===== src/rtl/spi_sclk_gen_if.sv =====
// Control/status bundle between an SPI master front end and spi_sclk_gen.
// The master modport issues bursts; the slave modport is the clock generator.
interface spi_sclk_gen_if #(
    parameter int unsigned CNT_W = 8,
    parameter int unsigned BIT_W = 6
) ();
    logic             start;
    logic             abort;
    logic             cpol;
    logic             cpha;
    logic [CNT_W-1:0] div_half;
    logic [BIT_W-1:0] num_bits;
    logic             sclk;
    logic             busy;
    logic             done;
    logic             load_stb;
    logic             shift_stb;
    logic             sample_stb;
    logic [BIT_W-1:0] bit_idx;

    modport master (
        output start, abort, cpol, cpha, div_half, num_bits,
        input  sclk, busy, done, load_stb, shift_stb, sample_stb, bit_idx
    );

    modport slave (
        input  start, abort, cpol, cpha, div_half, num_bits,
        output sclk, busy, done, load_stb, shift_stb, sample_stb, bit_idx
    );
endinterface


===== src/rtl/spi_sclk_gen.sv =====
// SPI serial-clock generator and bit sequencer: divides clk_50 into SCLK for any
// CPOL/CPHA mode and emits load/shift/sample strobes for the data shift register.
module spi_sclk_gen #(
    parameter int unsigned CNT_W = 8,
    parameter int unsigned BIT_W = 6
) (
    input logic           clk_50,
    input logic           rst_n,
    spi_sclk_gen_if.slave ctrl
);

    typedef enum logic [1:0] {StIdle, StRun, StTail} state_e;

    state_e           state_q;
    logic [CNT_W-1:0] cnt_q;
    logic [CNT_W-1:0] half_q;
    logic [BIT_W-1:0] nbits_q;
    logic [BIT_W-1:0] bit_idx_q;
    logic             cpol_q;
    logic             cpha_q;
    logic             sclk_q;
    logic             busy_q;
    logic             done_q;
    logic             load_q;
    logic             shift_q;
    logic             sample_q;

    logic [CNT_W-1:0] half_eff;
    logic [BIT_W-1:0] nbits_eff;
    logic [CNT_W-1:0] cnt_inc;
    logic             cnt_hit;
    logic             lead_edge;
    logic             first_bit;
    logic             last_bit;

    always_comb begin
        half_eff  = (ctrl.div_half == '0) ? CNT_W'(1) : ctrl.div_half;
        nbits_eff = (ctrl.num_bits == '0) ? BIT_W'(1) : ctrl.num_bits;
        cnt_inc   = cnt_q + CNT_W'(1);
        cnt_hit   = (cnt_inc == half_q);
        // SCLK still at its idle level means the upcoming toggle is a lead edge.
        lead_edge = (sclk_q == cpol_q);
        first_bit = (bit_idx_q == '0);
        last_bit  = (bit_idx_q == nbits_q - BIT_W'(1));
    end

    always_ff @(posedge clk_50) begin
        if (!rst_n) begin
            state_q   <= StIdle;
            cnt_q     <= '0;
            half_q    <= CNT_W'(1);
            nbits_q   <= BIT_W'(1);
            bit_idx_q <= '0;
            cpol_q    <= 1'b0;
            cpha_q    <= 1'b0;
            sclk_q    <= 1'b0;
            busy_q    <= 1'b0;
            done_q    <= 1'b0;
            load_q    <= 1'b0;
            shift_q   <= 1'b0;
            sample_q  <= 1'b0;
        end else begin
            done_q   <= 1'b0;
            load_q   <= 1'b0;
            shift_q  <= 1'b0;
            sample_q <= 1'b0;
            unique case (state_q)
                StIdle: begin
                    sclk_q <= cpol_q;
                    if (ctrl.start && !ctrl.abort) begin
                        half_q    <= half_eff;
                        nbits_q   <= nbits_eff;
                        cpol_q    <= ctrl.cpol;
                        cpha_q    <= ctrl.cpha;
                        sclk_q    <= ctrl.cpol;
                        cnt_q     <= '0;
                        bit_idx_q <= '0;
                        busy_q    <= 1'b1;
                        load_q    <= 1'b1;
                        state_q   <= StRun;
                    end
                end
                StRun: begin
                    if (ctrl.abort) begin
                        state_q <= StIdle;
                        busy_q  <= 1'b0;
                        sclk_q  <= cpol_q;
                    end else if (cnt_hit) begin
                        cnt_q  <= '0;
                        sclk_q <= ~sclk_q;
                        if (lead_edge) begin
                            if (!cpha_q)        sample_q <= 1'b1;
                            else if (!first_bit) shift_q <= 1'b1;
                        end else begin
                            if (cpha_q)         sample_q <= 1'b1;
                            else if (!last_bit) shift_q  <= 1'b1;
                            if (!last_bit) bit_idx_q <= bit_idx_q + BIT_W'(1);
                            else           state_q   <= StTail;
                        end
                    end else begin
                        cnt_q <= cnt_inc;
                    end
                end
                StTail: begin
                    // Hold busy one extra half-period so CSN hold time is met.
                    if (ctrl.abort) begin
                        state_q <= StIdle;
                        busy_q  <= 1'b0;
                    end else if (cnt_hit) begin
                        cnt_q   <= '0;
                        state_q <= StIdle;
                        busy_q  <= 1'b0;
                        done_q  <= 1'b1;
                    end else begin
                        cnt_q <= cnt_inc;
                    end
                end
                default: state_q <= StIdle;
            endcase
        end
    end

    assign ctrl.sclk       = sclk_q;
    assign ctrl.busy       = busy_q;
    assign ctrl.done       = done_q;
    assign ctrl.load_stb   = load_q;
    assign ctrl.shift_stb  = shift_q;
    assign ctrl.sample_stb = sample_q;
    assign ctrl.bit_idx    = bit_idx_q;

endmodule


===== src/flat_wrapper.sv =====
// flat-port wrapper written by rule: the top's interface ports become plain ports
module spi_sclk_gen_flat 
#(
    parameter int unsigned CNT_W = 8,
    parameter int unsigned BIT_W = 6
)
  (clk_50, rst_n, ctrl_start, ctrl_abort, ctrl_cpol, ctrl_cpha, ctrl_div_half, ctrl_num_bits, ctrl_sclk, ctrl_busy, ctrl_done, ctrl_load_stb, ctrl_shift_stb, ctrl_sample_stb, ctrl_bit_idx);
  spi_sclk_gen_if #(.CNT_W(CNT_W), .BIT_W(BIT_W)) ctrl_i ();
  input logic clk_50;
  input logic rst_n;
  input wire logic [$bits(ctrl_i.start)-1:0] ctrl_start;
  input wire logic [$bits(ctrl_i.abort)-1:0] ctrl_abort;
  input wire logic [$bits(ctrl_i.cpol)-1:0] ctrl_cpol;
  input wire logic [$bits(ctrl_i.cpha)-1:0] ctrl_cpha;
  input wire logic [$bits(ctrl_i.div_half)-1:0] ctrl_div_half;
  input wire logic [$bits(ctrl_i.num_bits)-1:0] ctrl_num_bits;
  output wire logic [$bits(ctrl_i.sclk)-1:0] ctrl_sclk;
  output wire logic [$bits(ctrl_i.busy)-1:0] ctrl_busy;
  output wire logic [$bits(ctrl_i.done)-1:0] ctrl_done;
  output wire logic [$bits(ctrl_i.load_stb)-1:0] ctrl_load_stb;
  output wire logic [$bits(ctrl_i.shift_stb)-1:0] ctrl_shift_stb;
  output wire logic [$bits(ctrl_i.sample_stb)-1:0] ctrl_sample_stb;
  output wire logic [$bits(ctrl_i.bit_idx)-1:0] ctrl_bit_idx;
  assign ctrl_i.start = ctrl_start;
  assign ctrl_i.abort = ctrl_abort;
  assign ctrl_i.cpol = ctrl_cpol;
  assign ctrl_i.cpha = ctrl_cpha;
  assign ctrl_i.div_half = ctrl_div_half;
  assign ctrl_i.num_bits = ctrl_num_bits;
  assign ctrl_sclk = ctrl_i.sclk;
  assign ctrl_busy = ctrl_i.busy;
  assign ctrl_done = ctrl_i.done;
  assign ctrl_load_stb = ctrl_i.load_stb;
  assign ctrl_shift_stb = ctrl_i.shift_stb;
  assign ctrl_sample_stb = ctrl_i.sample_stb;
  assign ctrl_bit_idx = ctrl_i.bit_idx;
  spi_sclk_gen #(.CNT_W(CNT_W), .BIT_W(BIT_W)) u_core (.clk_50(clk_50), .rst_n(rst_n), .ctrl(ctrl_i));
endmodule

===== config.mk =====
export PLATFORM = sky130hd
export DESIGN_NAME = spi_sclk_gen_flat
export DESIGN_NICKNAME = d
export VERILOG_FILES = /design/src/rtl/spi_sclk_gen_if.sv /design/src/rtl/spi_sclk_gen.sv /design/src/flat_wrapper.sv
export SDC_FILE = /design/constraint.sdc
export NUM_CORES = 1
export LEC_CHECK = 0
export ABC_AREA = 1
export CORE_MARGIN = 3
export CORE_UTILIZATION = 30
export DETAILED_ROUTE_END_ITERATION = 10
export PLACE_DENSITY_LB_ADDON = 0.1
export REMOVE_ABC_BUFFERS = 1
export SYNTH_ARGS = -nofsm -noshare
export SYNTH_HDL_FRONTEND = slang
export SYNTH_SLANG_ARGS = --single-unit

===== constraint.sdc =====
create_clock -name clk_50 -period 3.55 [get_ports clk_50]
set_input_delay 0.355 -clock clk_50 [delete_from_list [all_inputs] [get_ports clk_50]]
set_output_delay 0.355 -clock clk_50 [all_outputs]
set_load 0.05 [all_outputs]

### Yosys cells after proc, flatten, opt, wreduce, memory -nomap -nowiden

Index checks and enable logic that the tools add are counted.

* register bits after elaboration: 38
* input bits: 20

* add/subtract/negate cells: 3
* equal/unequal tests: 16
* multiplexer cells: 39
* bitwise logic cells: 5
* reductions and logical operators: 19

Operator list (number)
* $mux 6: 6
* $mux 8: 4
* $mux 1: 17
* $pmux 8 s2: 1
* $mux 2: 7
* $logic_not 6->1: 2
* $pmux 6 s2: 1
* $ne 2x2->1 const B: 5
* $ne 3x2->1 const B: 3
* $add 8x1->8 const B: 1
* $eq 8x8->1: 1
* $logic_not 8->1: 1
* $add 6x1->6 const B: 1
* $eq 6x6->1: 1
* $pmux 2 s3: 1
* $reduce_and 2->1: 3
* $reduce_and 6->1: 1
* $sub 6x1->6 const B: 1
* $not 1->1: 5
* $reduce_and 5->1: 1
* $ne 2x1->1 const B: 2
* $reduce_and 4->1: 1
* $reduce_bool 2->1: 2
* $reduce_or 4->1: 1
* other kinds (13): 13

### Longest topological paths before layout

Gate-level depths: netlist (run 1).

* depth in word-level cells: 7
* depth in mapped cells: 16
* gate-level depth less buffers: 15

### Worst setup path before layout (run 1)

No wires, ideal clock.

* path type: register -> register
* from: register u_core.bit_idx_q[4] (netlist: u_core.ctrl.bit_idx[4])
* to: register u_core.state_q[0]
* setup time: 0.113 ns
* arrival: 1.786 ns
* setup slack: 1.651 ns
* cell stages (with the launch flop): 14
* buffers on the path: 0
* cells stage by stage: dfxtp_1 inv_1 nand2_1 nand2_1 nand2_1 nand3_1 nor2_1 nand3b_1 o21ai_0 nand2_2 nor2_4 nand2_1 nand2_1 nor2_1

* longest elaborated chain between the ends: 3

RTL lines
* from (decl): line spi_sclk_gen.sv:18 `logic [BIT_W-1:0] bit_idx_q;`
* from (signal assigned): line spi_sclk_gen.sv:97 `if (!last_bit) bit_idx_q <= bit_idx_q + BIT_W'(1);`
* $eq 6x6->1: line spi_sclk_gen.sv:44 `last_bit = (bit_idx_q == nbits_q - BIT_W'(1));`
* $ne 3x2->1 (no source line)
* $reduce_and 5->1 (no source line)
* to (signal assigned): line spi_sclk_gen.sv:49 `state_q <= StIdle;`
* to (signal assigned): line spi_sclk_gen.sv:80 `state_q <= StRun;`
* to (signal assigned): line spi_sclk_gen.sv:85 `state_q <= StIdle;`
* to (decl): line spi_sclk_gen.sv:14 `state_e state_q;`

No other way between the ends.
A chain may end at the register's enable or synchronous reset.

### Worst setup path in the final report (run 1)

* from: register u_core.cnt_q[0]
* to: register u_core.bit_idx_q[2] (netlist: u_core.ctrl.bit_idx[2])

* longest elaborated chain between the ends: 4

RTL lines
* from (decl): line spi_sclk_gen.sv:15 `logic [CNT_W-1:0] cnt_q;`
* from (signal assigned): line spi_sclk_gen.sv:101 `cnt_q <= cnt_inc;`
* from (signal assigned): line spi_sclk_gen.sv:115 `cnt_q <= cnt_inc;`
* $add 8x1->8: line spi_sclk_gen.sv:39 `cnt_inc = cnt_q + CNT_W'(1);`
* $eq 8x8->1: line spi_sclk_gen.sv:40 `cnt_hit = (cnt_inc == half_q);`
* $ne 2x1->1 (no source line)
* $reduce_and 6->1 (no source line)

No other way between the ends.

==> results of run 1 <==
[cell usage in the layout (no fill, tap or decap), drive strengths merged, types with 5 or more instances in the layout]
cell,n
a21oi,19
clkbuf,7
clkdlybuf4s50,31
dfxtp,38
ha,7
inv,53
nand2,90
nand3,36
nand4,9
nor2,39
nor3,9
o21ai,14
o22ai,6
xor2,5
[power by group]
group / leakage [nW] / total (mW) / switching, mW / internal (mW)
logic: 0.839 / 1.10 / 0.736 / 0.369
registers: 0.310 / 0.610 / 0.0975 / 0.512
clock network: 0.0383 / 0.282 / 0.147 / 0.135
total: 1.19 / 2.00 / 0.980 / 1.02
[sequential cells by signal (all words and copies together), names as in the netlist]
| signal | count |
|---|---|
| u_core.cnt_q | 8 |
| u_core.cpha_q | 1 |
| u_core.cpol_q | 1 |
| u_core.ctrl.bit_idx | 6 |
| u_core.ctrl.busy | 1 |
| u_core.ctrl.done | 1 |
| u_core.ctrl.load_stb | 1 |
| u_core.ctrl.sample_stb | 1 |
| u_core.ctrl.sclk | 1 |
| u_core.ctrl.shift_stb | 1 |
| u_core.half_q | 8 |
| u_core.nbits_q | 6 |
| u_core.state_q | 2 |
[cell type report]
cell class,count,area [µm²]
inverter,54,203
multi-input combinational,244,1280
timing repair buffer,32,318
sequential,38,761
fill,833,4530
clock buffer,7,76.3
tap,99,124
[cells by family (layout without fill, tap and decap cells)]
logic type	Yosys count	after routing
and+or+nand+nor	186	186
buffers and inverters	58	93
AOI/OAI and AO/OA	44	44
DFF	38	38
adders and majority gates	7	7
xor gates and xnor gates	7	7
[how the worst min path moves through the flow]
| stage | startpoint | end |
|---|---|---|
| final | u_core.ctrl.busy | u_core.ctrl.busy |
| after global routing | u_core.ctrl.busy | u_core.ctrl.busy |
| after CTS | u_core.ctrl.busy | u_core.ctrl.busy |
| after detailed placement | u_core.ctrl.busy | u_core.ctrl.busy |
| after global placement | u_core.ctrl.busy | u_core.ctrl.busy |
| after floorplan | u_core.cpha_q | u_core.ctrl.sample_stb |
[metrics by stage]
| step | cells | utilization | power [mW] |
|---|---|---|---|
| detailed placement | 467 | 0.368 | 1.73 |
| global route | 474 | 0.378 | 2.19 |
| CTS | 474 | 0.378 | 2.03 |
| global placement | 467 | 0.368 | 1.73 |
| finish | 474 | 0.378 | 2.00 |
| floorplan | 336 | - | 1.42 |
[metal layers]
metal / wire [µm] / up-vias / GRT usage
met4: 106 / 0 / 0.0501
met3: 131 / 12 / 0.0268
met2: 2750 / 21 / 0.247
met5: 0 / - / 0
met1: 2790 / 1012 / 0.179
li1: - / 1165 / -
[worst register-to-register path, delay by kind of cell (launching register included)]
kind | cells | cell delay, ns
AOI/OAI and AO/OA | 1 | 0.33
adders and majority gates | 1 | 0.27
buffers and inverters | 1 | 0.05
DFF | 1 | 0.37
and+or+nand+nor | 11 | 1.32
==> flow_metrics.env, run 1 <==
export IMPL_dpl_instance_area_um2=2680
export IMPL_reg2reg_from="u_core.cnt_q[0]"
export IMPL_p_leak_nw=1.19
export IMPL_r2r_slack_ns=1.16
export IMPL_post_cts_buffers=0
export IMPL_syn_to_final_growth_pct=21.8
export IMPL_grt_max_degree=15
export IMPL_grt_overflow=0
export IMPL_nNetsFinal=402
export IMPL_postRouteWirelength_um=5770
export IMPL_clock_skew_ns=0.00677
export IMPL_worstHoldPathCells=2
export IMPL_cp_required_ns=3.78
export IMPL_critical_path_top_delay_family="simple AND/OR/NAND/NOR gates"
export IMPL_yosysSeqAreaShare=0.336
export IMPL_slew_viol_final=0
export IMPL_cts_tree="built"
export IMPL_worst_r2r_endpoint="u_core.ctrl.bit_idx[2]"
export IMPL_ir_worst_vdd_mv=0.491
export IMPL_synth_compound_area_share=0.111
export IMPL_synthAdderAreaFrac=0.0387
export IMPL_pwr_density_cell_nw_per_um2=724
export IMPL_insertion_delay_ns=0.29
export IMPL_crit_path_start="u_core.cnt_q[0]"
export IMPL_syn_area_um2=2260
export IMPL_placementRows=31
export IMPL_vias=2210
export IMPL_first_global_vias=2221
export IMPL_crit_end="u_core.ctrl.bit_idx[2]"
export IMPL_die_width_um=92.9
export IMPL_detail_route_antenna_nets=0
export IMPL_initial_core_util=0.310
export IMPL_cap_violations=0
export IMPL_status="finished clean"
export IMPL_cp_num_buf_inv=1
export IMPL_finalCritPeriodShare=0.673
export IMPL_hold_slack_ns=0.475
export IMPL_first_pass_iters=4
export IMPL_rsz0062_at_grt="no"
export IMPL_yosysWarnings=0
export IMPL_synth_area_leader_cell="dfxtp_1"
export IMPL_synth_common_cells="nand2_1, inv_1, dfxtp_1"
export IMPL_yosysTopAreaCellShare=0.336
export IMPL_grt_pass1_wl_um=9970
export IMPL_synth_avg_cell_area_um2=6.66
export IMPL_worstRegToRegCells=14
export IMPL_holdBufCountCts=0
export IMPL_setup_viol_count_final=0
export IMPL_grt_total_usage=0.144
export IMPL_dieArea_um2=8620
export IMPL_max_stage_delay_ns=0.37
export IMPL_synthTopCellsByArea="dfxtp_1, nand2_1, inv_1, nand3_1, nor2_1"
export IMPL_startpoint_type="register"
export IMPL_portBuffers=31
export IMPL_synth_seq_cells=38
export IMPL_numCtsBuffers=5
export IMPL_gp_congestion=0.823
export IMPL_synth_top_family_by_area="simple AND/OR/NAND/NOR gates"
export IMPL_ys_types=30
export IMPL_path_depth=14
export IMPL_ioPinCount=32
export IMPL_maxClockFrequency_ghz=0.418
export IMPL_drive_gt1_frac=0.0693
export IMPL_path_cells="ha_1, nand2_2, inv_1, nor2_1, nand2_1, nand2_1, nand3_1, nor2_1, nand3_2, o21ai_2, nand2_4, nand2_1, nand2_1, nor2_1"
export IMPL_crit_type="register to register"
export IMPL_viasPerCell=4.66
export IMPL_hp_class="register to register"
export IMPL_fp_coreArea_um2=7290
export IMPL_cp_arrival_ns=2.62
export IMPL_fin_crit_ns=2.39
export IMPL_wl_per_cell_um=12.2
export IMPL_syn_inst=340
export IMPL_slowest_stage="dfxtp_1"
export IMPL_slew_headroom=0.645
export IMPL_place_worst_setup_slack_ns=1.03
export IMPL_setup_ws_ns=1.16
export IMPL_synth_flop_cell="dfxtp_1"
export IMPL_diodes=0
export IMPL_final_hold_viol_count=0
export IMPL_synth_simple_area_share=0.388
export IMPL_finalInstanceArea_um2=2760
export IMPL_cts_resized=0
export IMPL_ys_async_sr_fraction=0
export IMPL_synth_most_common_cell="nand2_1"
export IMPL_antenna_found_initial=0
export IMPL_worstMarginPinSlew_ns=0.531
export IMPL_final_setup_tns_ns=0
export IMPL_dp_hpwl_um=4540
export IMPL_clk_pin_slew_ns=0.07
export IMPL_drc=0
export IMPL_root_buffer="clkbuf_8"
export IMPL_synthMuxAreaShare=0
export IMPL_synthXorXnorAreaFrac=0.0271
export IMPL_critPathCaptureType="register"
export IMPL_cts_sinks=38
export IMPL_cp_common_cell="nand2_1"
export IMPL_crit_fanout=11
export IMPL_clockBufferDepth=2
export IMPL_htreeDepth=2
export IMPL_die_h_um=92.9
export IMPL_synth_edf_count=0
export IMPL_drt_iter0_drc=74
Power figures use the tool's default switching activity.
==> inputs of run 2 (changes only) <==
clock period = 2.2 ns   (was 3.55 ns; I/O delays follow)
==> run 2 against run 1 <==
Final area up 4.5%. Total power up 73%. Sequential share of layout area down 1.2 points. Final cell count up 2.7%. Combinational power up 82%. Core utilization up 1.7 points. Clock skew up 0.0037 ns. Critical path depth up 1. Worst hold slack worse by 0.0050 ns. Flip-flop and latch count unchanged. Critical path type unchanged.
==> flow_metrics.env, run 2 (synthesized netlist as in run 1, its figures left out) <==
export IMPL_status="finished clean"
export IMPL_setup_ws_ns=0.184
export IMPL_dp_hpwl_um=4830
export IMPL_vias=2244
export IMPL_rsz0062_at_grt="no"
export IMPL_cp_required_ns=2.39
export IMPL_setup_viol_count_final=0
export IMPL_fillers=830
export IMPL_largest_registers="u_core.cnt_q (8), u_core.half_q (8)"
export IMPL_layout_commonest_cell="nand2_1"
export IMPL_antenna_found_initial=0
export IMPL_final_setup_tns_ns=0
export IMPL_grt_overflow=0
export IMPL_portBuffers=31
export IMPL_insertion_delay_ns=0.29
export IMPL_finalCritPeriodShare=0.916
export IMPL_first_pass_iters=5
export IMPL_cts_sinks=38
export IMPL_crit_type="register to register"
export IMPL_slew_headroom=0.667
export IMPL_drive_gt1_frac=0.113
export IMPL_worstMarginPinSlew_ns=0.498
export IMPL_root_buffer="clkbuf_8"
export IMPL_startpoint_type="register"
export IMPL_gp_congestion=0.792
export IMPL_pwr_density_cell_nw_per_um2=1200
export IMPL_ioPinCount=32
export IMPL_grt_pass1_wl_um=10500
export IMPL_p_leak_nw=1.26
export IMPL_hp_class="register to register"
export IMPL_ir_worst_vdd_mv=0.688
export IMPL_syn_to_final_growth_pct=27.4
export IMPL_place_worst_setup_slack_ns=0.0670
export IMPL_clock_skew_ns=0.0105
export IMPL_cts_tree="built"
export IMPL_fp_coreArea_um2=7290
export IMPL_nNetsFinal=416
export IMPL_placementRows=31
export IMPL_clk_pin_slew_ns=0.08
export IMPL_crit_fanout=4
export IMPL_grt_total_usage=0.153
export IMPL_final_hold_viol_count=0
export IMPL_cap_violations=0
export IMPL_maxClockFrequency_ghz=0.496
export IMPL_postRouteWirelength_um=6100
export IMPL_initial_core_util=0.310
export IMPL_holdBufCountCts=0
export IMPL_htreeDepth=2
export IMPL_grt_max_degree=12
export IMPL_numCtsBuffers=5
export IMPL_drt_iter0_drc=51
export IMPL_drc=0
export IMPL_first_global_vias=2229
export IMPL_die_width_um=92.9
export IMPL_cp_arrival_ns=2.21
export IMPL_dieArea_um2=8620
export IMPL_wl_per_cell_um=12.5
export IMPL_viasPerCell=4.61
export IMPL_slew_viol_final=0
export IMPL_fin_crit_ns=2.02
export IMPL_detail_route_antenna_nets=0
export IMPL_layout_common_cells="nand2_1, inv_1, dfxtp_1"
export IMPL_die_h_um=92.9
export IMPL_critPathCaptureType="register"
export IMPL_diodes=0
export IMPL_clockBufferDepth=2
[run 2: per-stage QoR]
stage	utilization	total power, mW	hold WS (ns)	instances	area, µm²
6_report	0.395	3.45	0.470	487	2880
4_1_cts	0.391	3.43	0.480	485	2850
2_1_floorplan	-	2.29	0.333	336	2240
3_3_place_gp	0.380	2.92	0.458	479	2770
3_5_place_dp	0.380	2.93	0.467	479	2770
5_1_grt	0.395	3.77	0.514	487	2880
[run 2: critical path: stages (launching register included)]
cell     delay [ns]
dfxtp_1        0.39
ha_2           0.24
nand2_2        0.09
nor2_4         0.14
nand2_1        0.09
nand3_2        0.07
nand3_2        0.08
nor2_2         0.12
nand3_2        0.13
buf_4          0.17
nand2_4        0.07
nand2_4        0.05
nor2_4         0.12
nand2_1        0.06
nand2_1        0.05
nor2_1         0.03
[run 2: power breakdown]
part / switching [mW] / total (mW) / leakage, nW / internal (mW)
clock: 0.249 / 0.491 / 0.0431 / 0.242
combinational: 1.26 / 2.00 / 0.907 / 0.742
sequential: 0.132 / 0.958 / 0.310 / 0.826
total: 1.64 / 3.45 / 1.26 / 1.81
[run 2: path summary, 6_finish.rpt]
check                    from                end  slack [ns]  cells past startpoint
min          u_core.ctrl.busy   u_core.ctrl.busy        0.47                      2
min reg2reg  u_core.ctrl.busy   u_core.ctrl.busy        0.47                      2
max reg2reg   u_core.cnt_q[1]  u_core.state_q[0]        0.18                     15
max           u_core.cnt_q[1]  u_core.state_q[0]        0.18                     15
[run 2: repair_timing]
action,in CTS,in global routing
buffers inserted,0,2
setup endpoints to repair,0,7
gates resized for setup,0,4
[run 2: metal layers]
| layer | vias to the layer above | GRT usage | wire length [µm] |
|---|---|---|---|
| met5 | - | 0 | 0 |
| met3 | 7 | 0.0284 | 154 |
| li1 | 1194 | - | - |
| met4 | 0 | 0.0440 | 73 |
| met1 | 1019 | 0.189 | 2900 |
| met2 | 24 | 0.268 | 2970 |
[run 2: area by class of cell]
cell class / count / area, µm² / share of cell area
clock buffer: 6 / 82.6 / 0.0286
inverter: 54 / 203 / 0.0703
tap: 99 / 124 / 0.0430
timing repair buffer: 46 / 423 / 0.147
sequential: 38 / 762 / 0.264
multi-input combinational: 244 / 1290 / 0.447
==> inputs of run 3 (changes only) <==
ABC_AREA = 0   (was 1)
==> run 3 against run 2 <==
The run now ends with setup timing left. Synthesized area up 13%. Final area increased by 26%. Flip-flop and latch count did not move. Critical path depth fell by 8. Setup slack worse by 0.33 ns. Global-route usage up 0.44 points. First-iteration DRC count increased to 3.4 times the previous value. Sequential share of layout area shrank 5.3 points.
==> flow_metrics.env, run 3 <==
export IMPL_status="complete, but fails checks"
export IMPL_violations="setup timing"
export IMPL_largest_registers="u_core.cnt_q (8), u_core.half_q (8)"
export IMPL_placementRows=33
export IMPL_clk_pin_slew_ns=0.09
export IMPL_insertion_delay_ns=0.30
export IMPL_gp_congestion=0.823
export IMPL_clockBufferDepth=2
export IMPL_fillers=868
export IMPL_drive_gt1_frac=0.245
export IMPL_rsz0062_at_grt="yes"
export IMPL_synth_area_leader_cell="dfxtp_1"
export IMPL_startpoint_type="register"
export IMPL_htreeDepth=2
export IMPL_pwr_density_cell_nw_per_um2=844
export IMPL_cp_arrival_ns=2.54
export IMPL_die_h_um=98.4
export IMPL_finalInstanceArea_um2=3620
export IMPL_vias=2687
export IMPL_slew_headroom=0.659
export IMPL_hp_class="input port to register"
export IMPL_viasPerCell=5.24
export IMPL_ys_types=55
export IMPL_grt_max_degree=50
export IMPL_ir_worst_vdd_mv=0.331
export IMPL_stdcell_count=513
export IMPL_finalCritPeriodShare=1.06
export IMPL_reg2reg_from="u_core.cnt_q[0]"
export IMPL_layout_common_cells="buf_4, nand2_1, dfxtp_1"
export IMPL_dpl_instance_area_um2=3390
export IMPL_crit_type="register to register"
export IMPL_synth_seq_cells=38
export IMPL_crit_path_start="u_core.cnt_q[0]"
export IMPL_cts_tree="built"
export IMPL_power_frac_clock=0.240
export IMPL_crit_fanout=8
export IMPL_synth_common_cells="nand2_1, dfxtp_1, a21boi_0, clkbuf_1, inv_1"
export IMPL_synth_flop_cell="dfxtp_1"
export IMPL_first_global_vias=2608
export IMPL_combPwrFrac=0.494
export IMPL_yosysWarnings=0
export IMPL_setup_ws_ns=-0.142
export IMPL_die_width_um=98.4
export IMPL_synth_most_common_cell="nand2_1"
export IMPL_syn_area_um2=2560
export IMPL_grt_overflow=0
export IMPL_p_leak_nw=1.36
export IMPL_ys_async_sr_fraction=0
export IMPL_drc=0
export IMPL_dp_cells=503
export IMPL_hp_start="ctrl_cpha"
export IMPL_cp_required_ns=2.40
export IMPL_portBuffers=31
export IMPL_yosysSeqAreaShare=0.297
export IMPL_holdBufCountCts=0
export IMPL_r2r_slack_ns=-0.14
export IMPL_nNetsFinal=434
export IMPL_detail_route_antenna_nets=0
export IMPL_initial_core_util=0.310
export IMPL_maxClockFrequency_ghz=0.427
export IMPL_grt_total_usage=0.157
export IMPL_diodes=0
export IMPL_yosysTopAreaCellShare=0.297
export IMPL_postRouteWirelength_um=7440
export IMPL_fp_coreArea_um2=8260
export IMPL_setup_viol_count_final=16
export IMPL_synth_edf_count=0
export IMPL_ioPinCount=32
export IMPL_first_pass_iters=4
export IMPL_synthTopCellsByArea="dfxtp_1, nand2_1, a21boi_0, o211ai_1, ha_1"
export IMPL_cap_violations=0
export IMPL_p_int_mw=1.92
export IMPL_syn_to_final_growth_pct=41.6
export IMPL_dp_hpwl_um=5600
export IMPL_cts_sinks=38
export IMPL_slew_viol_final=0
export IMPL_dieArea_um2=9680
export IMPL_worstMarginPinSlew_ns=0.506
export IMPL_syn_inst=324
export IMPL_root_buffer="clkbuf_8"
export IMPL_clock_skew_ns=0.0105
export IMPL_fin_crit_ns=2.34
export IMPL_antenna_found_initial=0
export IMPL_drt_iter0_drc=173
export IMPL_numCtsBuffers=5
export IMPL_p_seq_frac=0.266
export IMPL_grt_pass1_wl_um=12500
export IMPL_synth_avg_cell_area_um2=7.90
export IMPL_p_switching_mw=1.14
export IMPL_wl_per_cell_um=14.5
export IMPL_layout_commonest_cell="buf_4"
export IMPL_final_hold_viol_count=0
export IMPL_critPathCaptureType="register"
export IMPL_swShare=0.371
export IMPL_fin_util=0.439
run 3: cell count changes after synthesis, sizes merged, moves of 6 or more:
cell / previous run / this run
inv: 53 / 14
nand2: 90 / 51
nor2: 39 / 14
nand3: 36 / 15
a21boi: 0 / 15
clkbuf: 2 / 14
o211ai: 1 / 13
and3: 0 / 11
xnor2: 2 / 10
a21oi: 19 / 12
o31ai: 0 / 7
nor4: 1 / 7
or4: 0 / 6
run 3: cell type report:
type                            count  area, µm²  share of cell area
Multi-Input combinational cell    252       1720               0.474
Timing Repair Buffer               96        818               0.226
Sequential cell                    38        766               0.211
Tap cell                          105        131              0.0362
Clock buffer                        5       68.8              0.0190
Clock inverter                      3       68.8              0.0190
Inverter                           14       52.6              0.0145
run 3: logic make-up after synthesis:
kind of cell               synth area share
and+or+nand+nor                       0.287
muxes                                0.0156
xor gates and xnor gates             0.0479
buffers and inverters                0.0567
adders and majority gates            0.0342
DFF                                   0.297
AOI/OAI and AO/OA                     0.261
run 3: path summary, 6_finish.rpt:
| path | end | depth (start not counted) |
|---|---|---|
| setup / recovery | u_core.ctrl.bit_idx[2] | 7 |
| hold / removal | u_core.cpha_q | 3 |
| setup reg to reg | u_core.ctrl.bit_idx[2] | 7 |
| hold reg to reg | u_core.half_q[7] | 2 |
run 3: per-layer routing:
metal	up-vias	global-route usage	part of all wire
met5	-	0	0
met4	0	0.0588	0.023
met1	1254	0.215	0.49
met2	57	0.248	0.46
li1	1365	-	-
met3	11	0.0250	0.032
run 3: power by group through the flow:
stage | clock, mW | sequential [mW] | combinational [mW]
2_1_floorplan | 0 | 0.879 | 0.704
3_3_place_gp | 0 | 0.825 | 1.40
3_5_place_dp | 0 | 0.827 | 1.39
4_1_cts | 0.764 | 0.814 | 1.47
5_1_grt | 0.785 | 0.825 | 1.66
6_report | 0.736 | 0.813 | 1.51
run 3: repair_timing:
action                                  CTS  global route
endpoints found under the hold margin     0             0
resized for setup                        10             5
setup buffers                             1             1
endpoints found under the setup margin   19            21
pin swaps                                 9             0
run 3: per-stage QoR:
stage	hold slack [ns]	worst slack (ns)	TNS, ns	power (mW)
floorplan	0.292	-0.440	-4.84	1.58
global placement	0.464	-0.195	-1.96	2.22
CTS	0.470	-0.153	-1.08	3.05
detailed placement	0.478	-0.221	-2.29	2.22
global route	0.497	-0.268	-3.40	3.27
finish	0.477	-0.142	-0.962	3.06
run 3: critical path, stage by stage (launching register included):
cell and delay (ns):
dfxtp_2 0.37, ha_4 0.15, and3_4 0.19, nand3_2 0.11, a2111oi_4 0.45, nand4_4 0.23, or3_4 0.48, a211o_1 0.26
==> edit 1, RTL diff (flow settings as in run 3) <==
`BIT_W` is set to 6 in 3 places; all go to 3.
--- a/src/rtl/spi_sclk_gen_if.sv
+++ b/src/rtl/spi_sclk_gen_if.sv
@@ -2,7 +2,7 @@
 // The master modport issues bursts; the slave modport is the clock generator.
 interface spi_sclk_gen_if #(
     parameter int unsigned CNT_W = 8,
-    parameter int unsigned BIT_W = 6
+    parameter int unsigned BIT_W = 3
 ) ();
     logic             start;
     logic             abort;
--- a/src/rtl/spi_sclk_gen.sv
+++ b/src/rtl/spi_sclk_gen.sv
@@ -2,7 +2,7 @@
 // CPOL/CPHA mode and emits load/shift/sample strobes for the data shift register.
 module spi_sclk_gen #(
     parameter int unsigned CNT_W = 8,
-    parameter int unsigned BIT_W = 6
+    parameter int unsigned BIT_W = 3
 ) (
     input logic           clk_50,
     input logic           rst_n,
--- a/src/flat_wrapper.sv
+++ b/src/flat_wrapper.sv
@@ -2,7 +2,7 @@
 module spi_sclk_gen_flat 
 #(
     parameter int unsigned CNT_W = 8,
-    parameter int unsigned BIT_W = 6
+    parameter int unsigned BIT_W = 3
 )
   (clk_50, rst_n, ctrl_start, ctrl_abort, ctrl_cpol, ctrl_cpha, ctrl_div_half, ctrl_num_bits, ctrl_sclk, ctrl_busy, ctrl_done, ctrl_load_stb, ctrl_shift_stb, ctrl_sample_stb, ctrl_bit_idx);
   spi_sclk_gen_if #(.CNT_W(CNT_W), .BIT_W(BIT_W)) ctrl_i ();
Ports: changed (resized ctrl_bit_idx and ctrl_num_bits); port bits go from 32 to 26. No check against the original RTL was run, so the function may have changed too.
==> edit 1 against run 3 <==
Highest routed layer unchanged. Core utilization shrank 0.63 points. Clock skew is 0.0083 ns lower. Non-clock buffer count down 48. Critical path depth grew 2. Area after synthesis fell by 28%. Sequential power down 18%. Sequential cell count shrank 6. First-iteration DRC count decreased by 16%. Setup slack improved by 0.23 ns. Largest cell class unchanged. Global-route usage fell by 1.6 points. Routed wire length fell by 33%. Total power down 34%. Cell area shrank 31%.
==> edit 1: results (changes against run 3) <==
Detailed routing
  • Starting DRT DRC Count: 146 (was 173)
  • Final wirelength: 4970 um (was 7440 um)
  • DR vias/cell: 5.12 (was 5.24)

Outcome
  • Run status: finished, final reports clean (was finished with violations)

Global route
  • Vias in the first global route: 1654 (was 2608)
  • Grt met3 use: 2.65% (was 2.50%)
  • Pin count of the biggest net entering global routing: 21 (was 50)
  • Total GRT Usage: 14.1% (was 15.7%)
  • GR Util met1: 20.7% (was 21.5%)
  • Global Route met2 Usage: 20.5% (was 24.8%)

Worst setup path
  • Worst Path Max Fanout: 6 (was 8)
  • Worst Path Arrival: 2.33 ns (was 2.54 ns)
  • CP endpoint: u_core.ctrl.bit_idx[1] (was u_core.ctrl.bit_idx[2])
  • Reg-to-Reg Start: u_core.cnt_q[1] (was u_core.cnt_q[0])
  • CP peak stage delay: 0.36 ns (was 0.48 ns)
  • Worst reg2reg setup slack: 0.09 ns (was -0.14 ns)
  • Reg2reg path depth: 9 (was 7)
  • Critical path's slowest cell: a221oi_4 (was or3_4)

Layout
  • Post-route insts no fill: 350 (was 513)
  • Total Nets Final: 301 (was 434)
  • Share of cells above drive strength 1: 15.5% (was 24.5%)
  • Filler instances: 602 (was 868)

Min path
  • Hold crit path type: reg2reg (was in2reg)

Clocking
  • Clk pin slew, worst setup/hold paths: 0.07 ns (was 0.09 ns)
  • Clk_lat worst skew: 0.28 ns (was 0.30 ns)
  • CTS HTree Levels: 2 (unchanged)

Logic synthesis
  • Post-synthesis sequential area ratio: 34.6% (was 29.7%)
  • Synth cell count leaders: 45 x nand2_1, 32 x dfxtp_1, 21 x a21oi_1 (was 51 x nand2_1, 38 x dfxtp_1, 14 x a21boi_0, 14 x clkbuf_1, 14 x inv_1)
  • Post-synthesis instance total: 236 (was 324)
  • Yosys cell types: 43 (was 55)
  • Synth area leaders: dfxtp_1 35%, nand2_1 9.1%, a21oi_1 5.7% (was dfxtp_1 30%, nand2_1 7.5%, a21boi_0 4.1%)
  • Yosys Warn Count: 0 (unchanged)
  • Synth top area share: 34.6% (was 29.7%)

Placed design
  • Final RePlAce weighted congestion: 0.755 (was 0.823)
  • IO buf count: 25 (was 31)
  • Placed Cells: 341 (was 503)
  • DP Wirelength: 3590 um (was 5600 um)

Timing
  • Worst clock skew: 0.00220 ns (was 0.0105 ns)

Power and ir drop
  • Leak: 0.879 nW (was 1.36 nW)
edit 1: how the worst min path moves through the flow:
stage                 startpoint                 to  slack, ns  cells after the start
3_3_place_gp   u_core.nbits_q[1]  u_core.nbits_q[1]       0.45                      2
2_1_floorplan              rst_n   u_core.half_q[0]       0.29                      1
6_report        u_core.ctrl.busy   u_core.ctrl.busy       0.46                      2
3_5_place_dp   u_core.nbits_q[1]  u_core.nbits_q[1]       0.45                      2
4_1_cts        u_core.nbits_q[1]  u_core.nbits_q[1]       0.46                      2
5_1_grt        u_core.nbits_q[2]  u_core.nbits_q[2]       0.49                      2
edit 1: area by class of cell:
cell class | count | area (sq um) | area share (%)
tap | 72 | 90.1 | 3.63
multi-input combinational | 180 | 1170 | 47.1
clock inverter | 2 | 35.0 | 1.41
inverter | 10 | 37.5 | 1.51
clock buffer | 6 | 72.6 | 2.92
timing repair buffer | 48 | 434 | 17.5
sequential | 32 | 644 | 25.9
edit 1: cell families (layout without fill, tap and decap cells):
family | count (synthesis) | after routing | synth area share [%]
AO/OA/AOI/OAI | 51 | 51 | 17.9
XOR/XNOR | 13 | 13 | 6.95
adder cells (fa/ha/maj) | 7 | 7 | 4.73
buffers and inverters | 24 | 66 | 5.54
flip-flops | 32 | 32 | 34.6
multiplexers | 3 | 3 | 1.62
AND/OR/NAND/NOR | 106 | 106 | 28.7
edit 1: repair_timing:
action / in CTS / in global routing
hold buffers: 0 / 0
setup buffers: 1 / 0
cloned: 0 / 0
pin swaps: 2 / 8
endpoints found under the setup margin: 1 / 17
gates resized for setup: 0 / 16
edit 1: worst max-delay path, delay by kind of cell (launching register included):
family | cells | cell delay (ns)
buffers and inverters | 2 | 0.29
AO/OA/AOI/OAI | 3 | 0.68
flip-flops | 1 | 0.35
multiplexers | 1 | 0.20
adder cells (fa/ha/maj) | 1 | 0.14
AND/OR/NAND/NOR | 2 | 0.39
edit 1: per-layer routing:
layer  routed length (um)  part of all wire [%]  up-vias
met1                 2590                    52      838
met5                    0                     0        -
li1                     -                     -      917
met2                 2190                    44       29
met4                   65                   1.3        0
met3                  133                   2.7        9
edit 1: where the power goes:
| part | leakage (nW) | internal (mW) | total, mW | switching [mW] |
|---|---|---|---|---|
| registers | 0.262 | 0.629 | 0.670 | 0.0409 |
| clock network | 0.0552 | 0.336 | 0.560 | 0.224 |
| logic | 0.562 | 0.329 | 0.782 | 0.452 |
| total | 0.879 | 1.29 | 2.01 | 0.717 |
edit 1: through the flow:
stage	total power [mW]	setup slack, ns	util, %	cell area [sq um]	TNS (ns)
floorplan	1.10	-0.302	-	1790	-1.07
global placement	1.39	0.0402	39.9	2290	0
detailed placement	1.39	-0.00605	39.9	2290	-0.00605
CTS	1.97	0.0146	41.9	2410	0
global route	2.14	-0.0287	43.3	2480	-0.0360
finish	2.01	0.0856	43.3	2480	0
==> edit 2, RTL diff (flow settings as in run 3) <==
Without the edit above. Re-encode `state_e` (3 states) as one-hot, 3 bits wide.
--- a/src/rtl/spi_sclk_gen.sv
+++ b/src/rtl/spi_sclk_gen.sv
@@ -9,7 +9,7 @@
     spi_sclk_gen_if.slave ctrl
 );
 
-    typedef enum logic [1:0] {StIdle, StRun, StTail} state_e;
+    typedef enum logic [2:0] {StIdle = 3'b001, StRun = 3'b010, StTail = 3'b100} state_e;
 
     state_e           state_q;
     logic [CNT_W-1:0] cnt_q;
Function: no difference found for any inputs over 10 cycles, from zero or initial values and one cycle with rst_n low; not proved beyond that.
==> edit 2 against run 3 <==
The flow still finishes with violations (setup timing). Cell area is 11% lower. Routed wire length decreased by 16%. Area after synthesis fell by 14%. Setup slack better by 0.079 ns. Count of clock-buffer cells in the layout is the same. Sequential cell count rose by 1. Synthesized cell count decreased by 11%. Critical endpoint is now u_core.state_q[1]. Largest cell class unchanged. Highest routed layer unchanged.
Power is not compared: it rests on default switching activity, and its combinational part moved more than twofold at a synthesized area within 25%.
==> edit 2: results (changes against run 3) <==
Min path
  • Hold crit path type: reg2reg (was in2reg)
  • Hold path startpoint: u_core.half_q[1] (was ctrl_cpha)
  • Hold Path Cell Cnt: 2 (was 3)
  • Worst Hold End: u_core.half_q[1] (was u_core.cpha_q)

Logic synthesis
  • Synth area leaders: dfxtp_1 36%, nand2_1 9.9%, a21oi_1 6.9% (was dfxtp_1 30%, nand2_1 7.5%, a21boi_0 4.1%)
  • Synth cell count leaders: 58 x nand2_1, 39 x dfxtp_1, 30 x a21oi_1 (was 51 x nand2_1, 38 x dfxtp_1, 14 x a21boi_0, 14 x clkbuf_1, 14 x inv_1)
  • Mux share of post-synthesis cell area: 1.43% (was 1.56%)
  • Synth Area in XOR/XNOR: 8.00% (was 4.79%)
  • Post-synthesis sequential area ratio: 35.7% (was 29.7%)
  • Yosys cell types: 50 (was 55)
  • Synth Area in Adders: 2.29% (was 3.42%)
  • Compound-Gate Fraction of Synth Area: 19.6% (was 26.1%)

Clocking
  • CTS HTree Levels: 2 (unchanged)

Worst setup path
  • CP peak stage delay: 0.40 ns (was 0.48 ns)
  • Reg2reg path depth: 10 (was 7)
  • Reg-to-Reg Start: u_core.nbits_q[1] (was u_core.cnt_q[0])
  • RR Endpoint: u_core.state_q[1] (was u_core.ctrl.bit_idx[2])

Layout
  • Total Nets Final: 381 (was 434)
  • Share of cells above drive strength 1: 25.1% (was 24.5%)
  • Filler instances: 698 (was 868)

Timing
  • Post-route setup slack: -0.0621 ns (was -0.142 ns)
  • Setup violations, final: 7 (was 16)
  • Worst clock skew: 0.0106 ns (was 0.0105 ns)
  • Worst hold margin: 0.479 ns (was 0.477 ns)

Detailed routing
  • Starting DRT DRC Count: 62 (was 173)
  • DR vias/cell: 4.96 (was 5.24)
  • First-pass DRT Iterations: 4 (unchanged)

Global route
  • Total GRT Usage: 15.0% (was 15.7%)
  • Vias in the first global route: 2144 (was 2608)
  • Pin count of the biggest net entering global routing: 27 (was 50)
  • First-pass GRT wire length: 10200 um (was 12500 um)

Placed design
  • DP Wirelength: 4630 um (was 5600 um)
  • Final RePlAce weighted congestion: 0.832 (was 0.823)
  • Dpl cell area: 2860 sq um (was 3390 sq um)

Outcome
  • Failing checks: setup timing (unchanged)
  • Run status: finished with violations (unchanged)
[edit 2: cells by family (layout without fill, tap and decap cells)]
kind of cell | after synthesis | count (layout)
AND/OR/NAND/NOR | 131 | 131
adder cells (fa/ha/maj) | 4 | 4
AO/OA/AOI/OAI | 71 | 71
XOR/XNOR | 20 | 20
buffers and inverters | 20 | 90
multiplexers | 3 | 3
flip-flops | 39 | 39
[edit 2: area by class of cell]
cell class / instances / area share (%)
multi-input combinational: 229 / 46.7
sequential: 39 / 24.5
timing repair buffer: 75 / 20.8
tap: 96 / 3.72
clock buffer: 5 / 2.13
clock inverter: 3 / 1.36
inverter: 7 / 0.815
[edit 2: routing by layer]
layer	wire, um	share of wire, %	GRT usage, %	vias to the layer above
met5	0	0	0	-
li1	-	-	-	1162
met3	197	3.1	2.65	6
met1	3010	48	19.6	1048
met2	2990	48	25.2	38
met4	66	1.1	4.40	0
[edit 2: worst max-delay path, delay by kind of cell (launching register included)]
family / cells / cell delay [ns]
compound gates: 4 / 0.77
simple gates: 2 / 0.48
buf+inv: 3 / 0.44
flops: 1 / 0.33
xor+xnor: 1 / 0.14
[edit 2: per-stage QoR]
stage | setup slack [ns] | total power, mW | instances | util [%] | setup TNS, ns
after floorplan | -0.276 | 0.969 | 275 | - | -0.768
after global placement | -0.0907 | 1.17 | 441 | 41.1 | -0.388
after detailed placement | -0.121 | 1.17 | 441 | 41.1 | -0.738
after CTS | 0.00667 | 1.81 | 453 | 43.9 | 0
after global routing | -0.174 | 1.97 | 454 | 46.5 | -1.30
final | -0.0621 | 1.87 | 454 | 46.5 | -0.123
[edit 2: worst max-delay path by stage]
stage	startpoint	endpoint	slack [ns]	depth (start not counted)
after floorplan	u_core.cnt_q[0]	u_core.ctrl.bit_idx[2]	-0.28	8
after global placement	u_core.nbits_q[0]	u_core.state_q[1]	-0.09	9
after detailed placement	u_core.nbits_q[0]	u_core.ctrl.bit_idx[1]	-0.12	9
after CTS	u_core.cnt_q[0]	u_core.ctrl.bit_idx[2]	0.007	9
after global routing	u_core.nbits_q[1]	u_core.ctrl.bit_idx[1]	-0.17	10
final	u_core.nbits_q[1]	u_core.state_q[1]	-0.06	10
[edit 2: timing repair]
| item | CTS | global route |
|---|---|---|
| resized for setup | 19 | 40 |
| endpoints found under the setup margin | 12 | 19 |
| pin swaps | 11 | 21 |
| setup buffers | 4 | 2 |
[edit 2: power by group]
| part | switching (mW) | total [mW] | internal (mW) |
|---|---|---|---|
| Sequential | 0.0245 | 0.758 | 0.733 |
| Combinational | 0.252 | 0.501 | 0.250 |
| Clock | 0.274 | 0.612 | 0.338 |
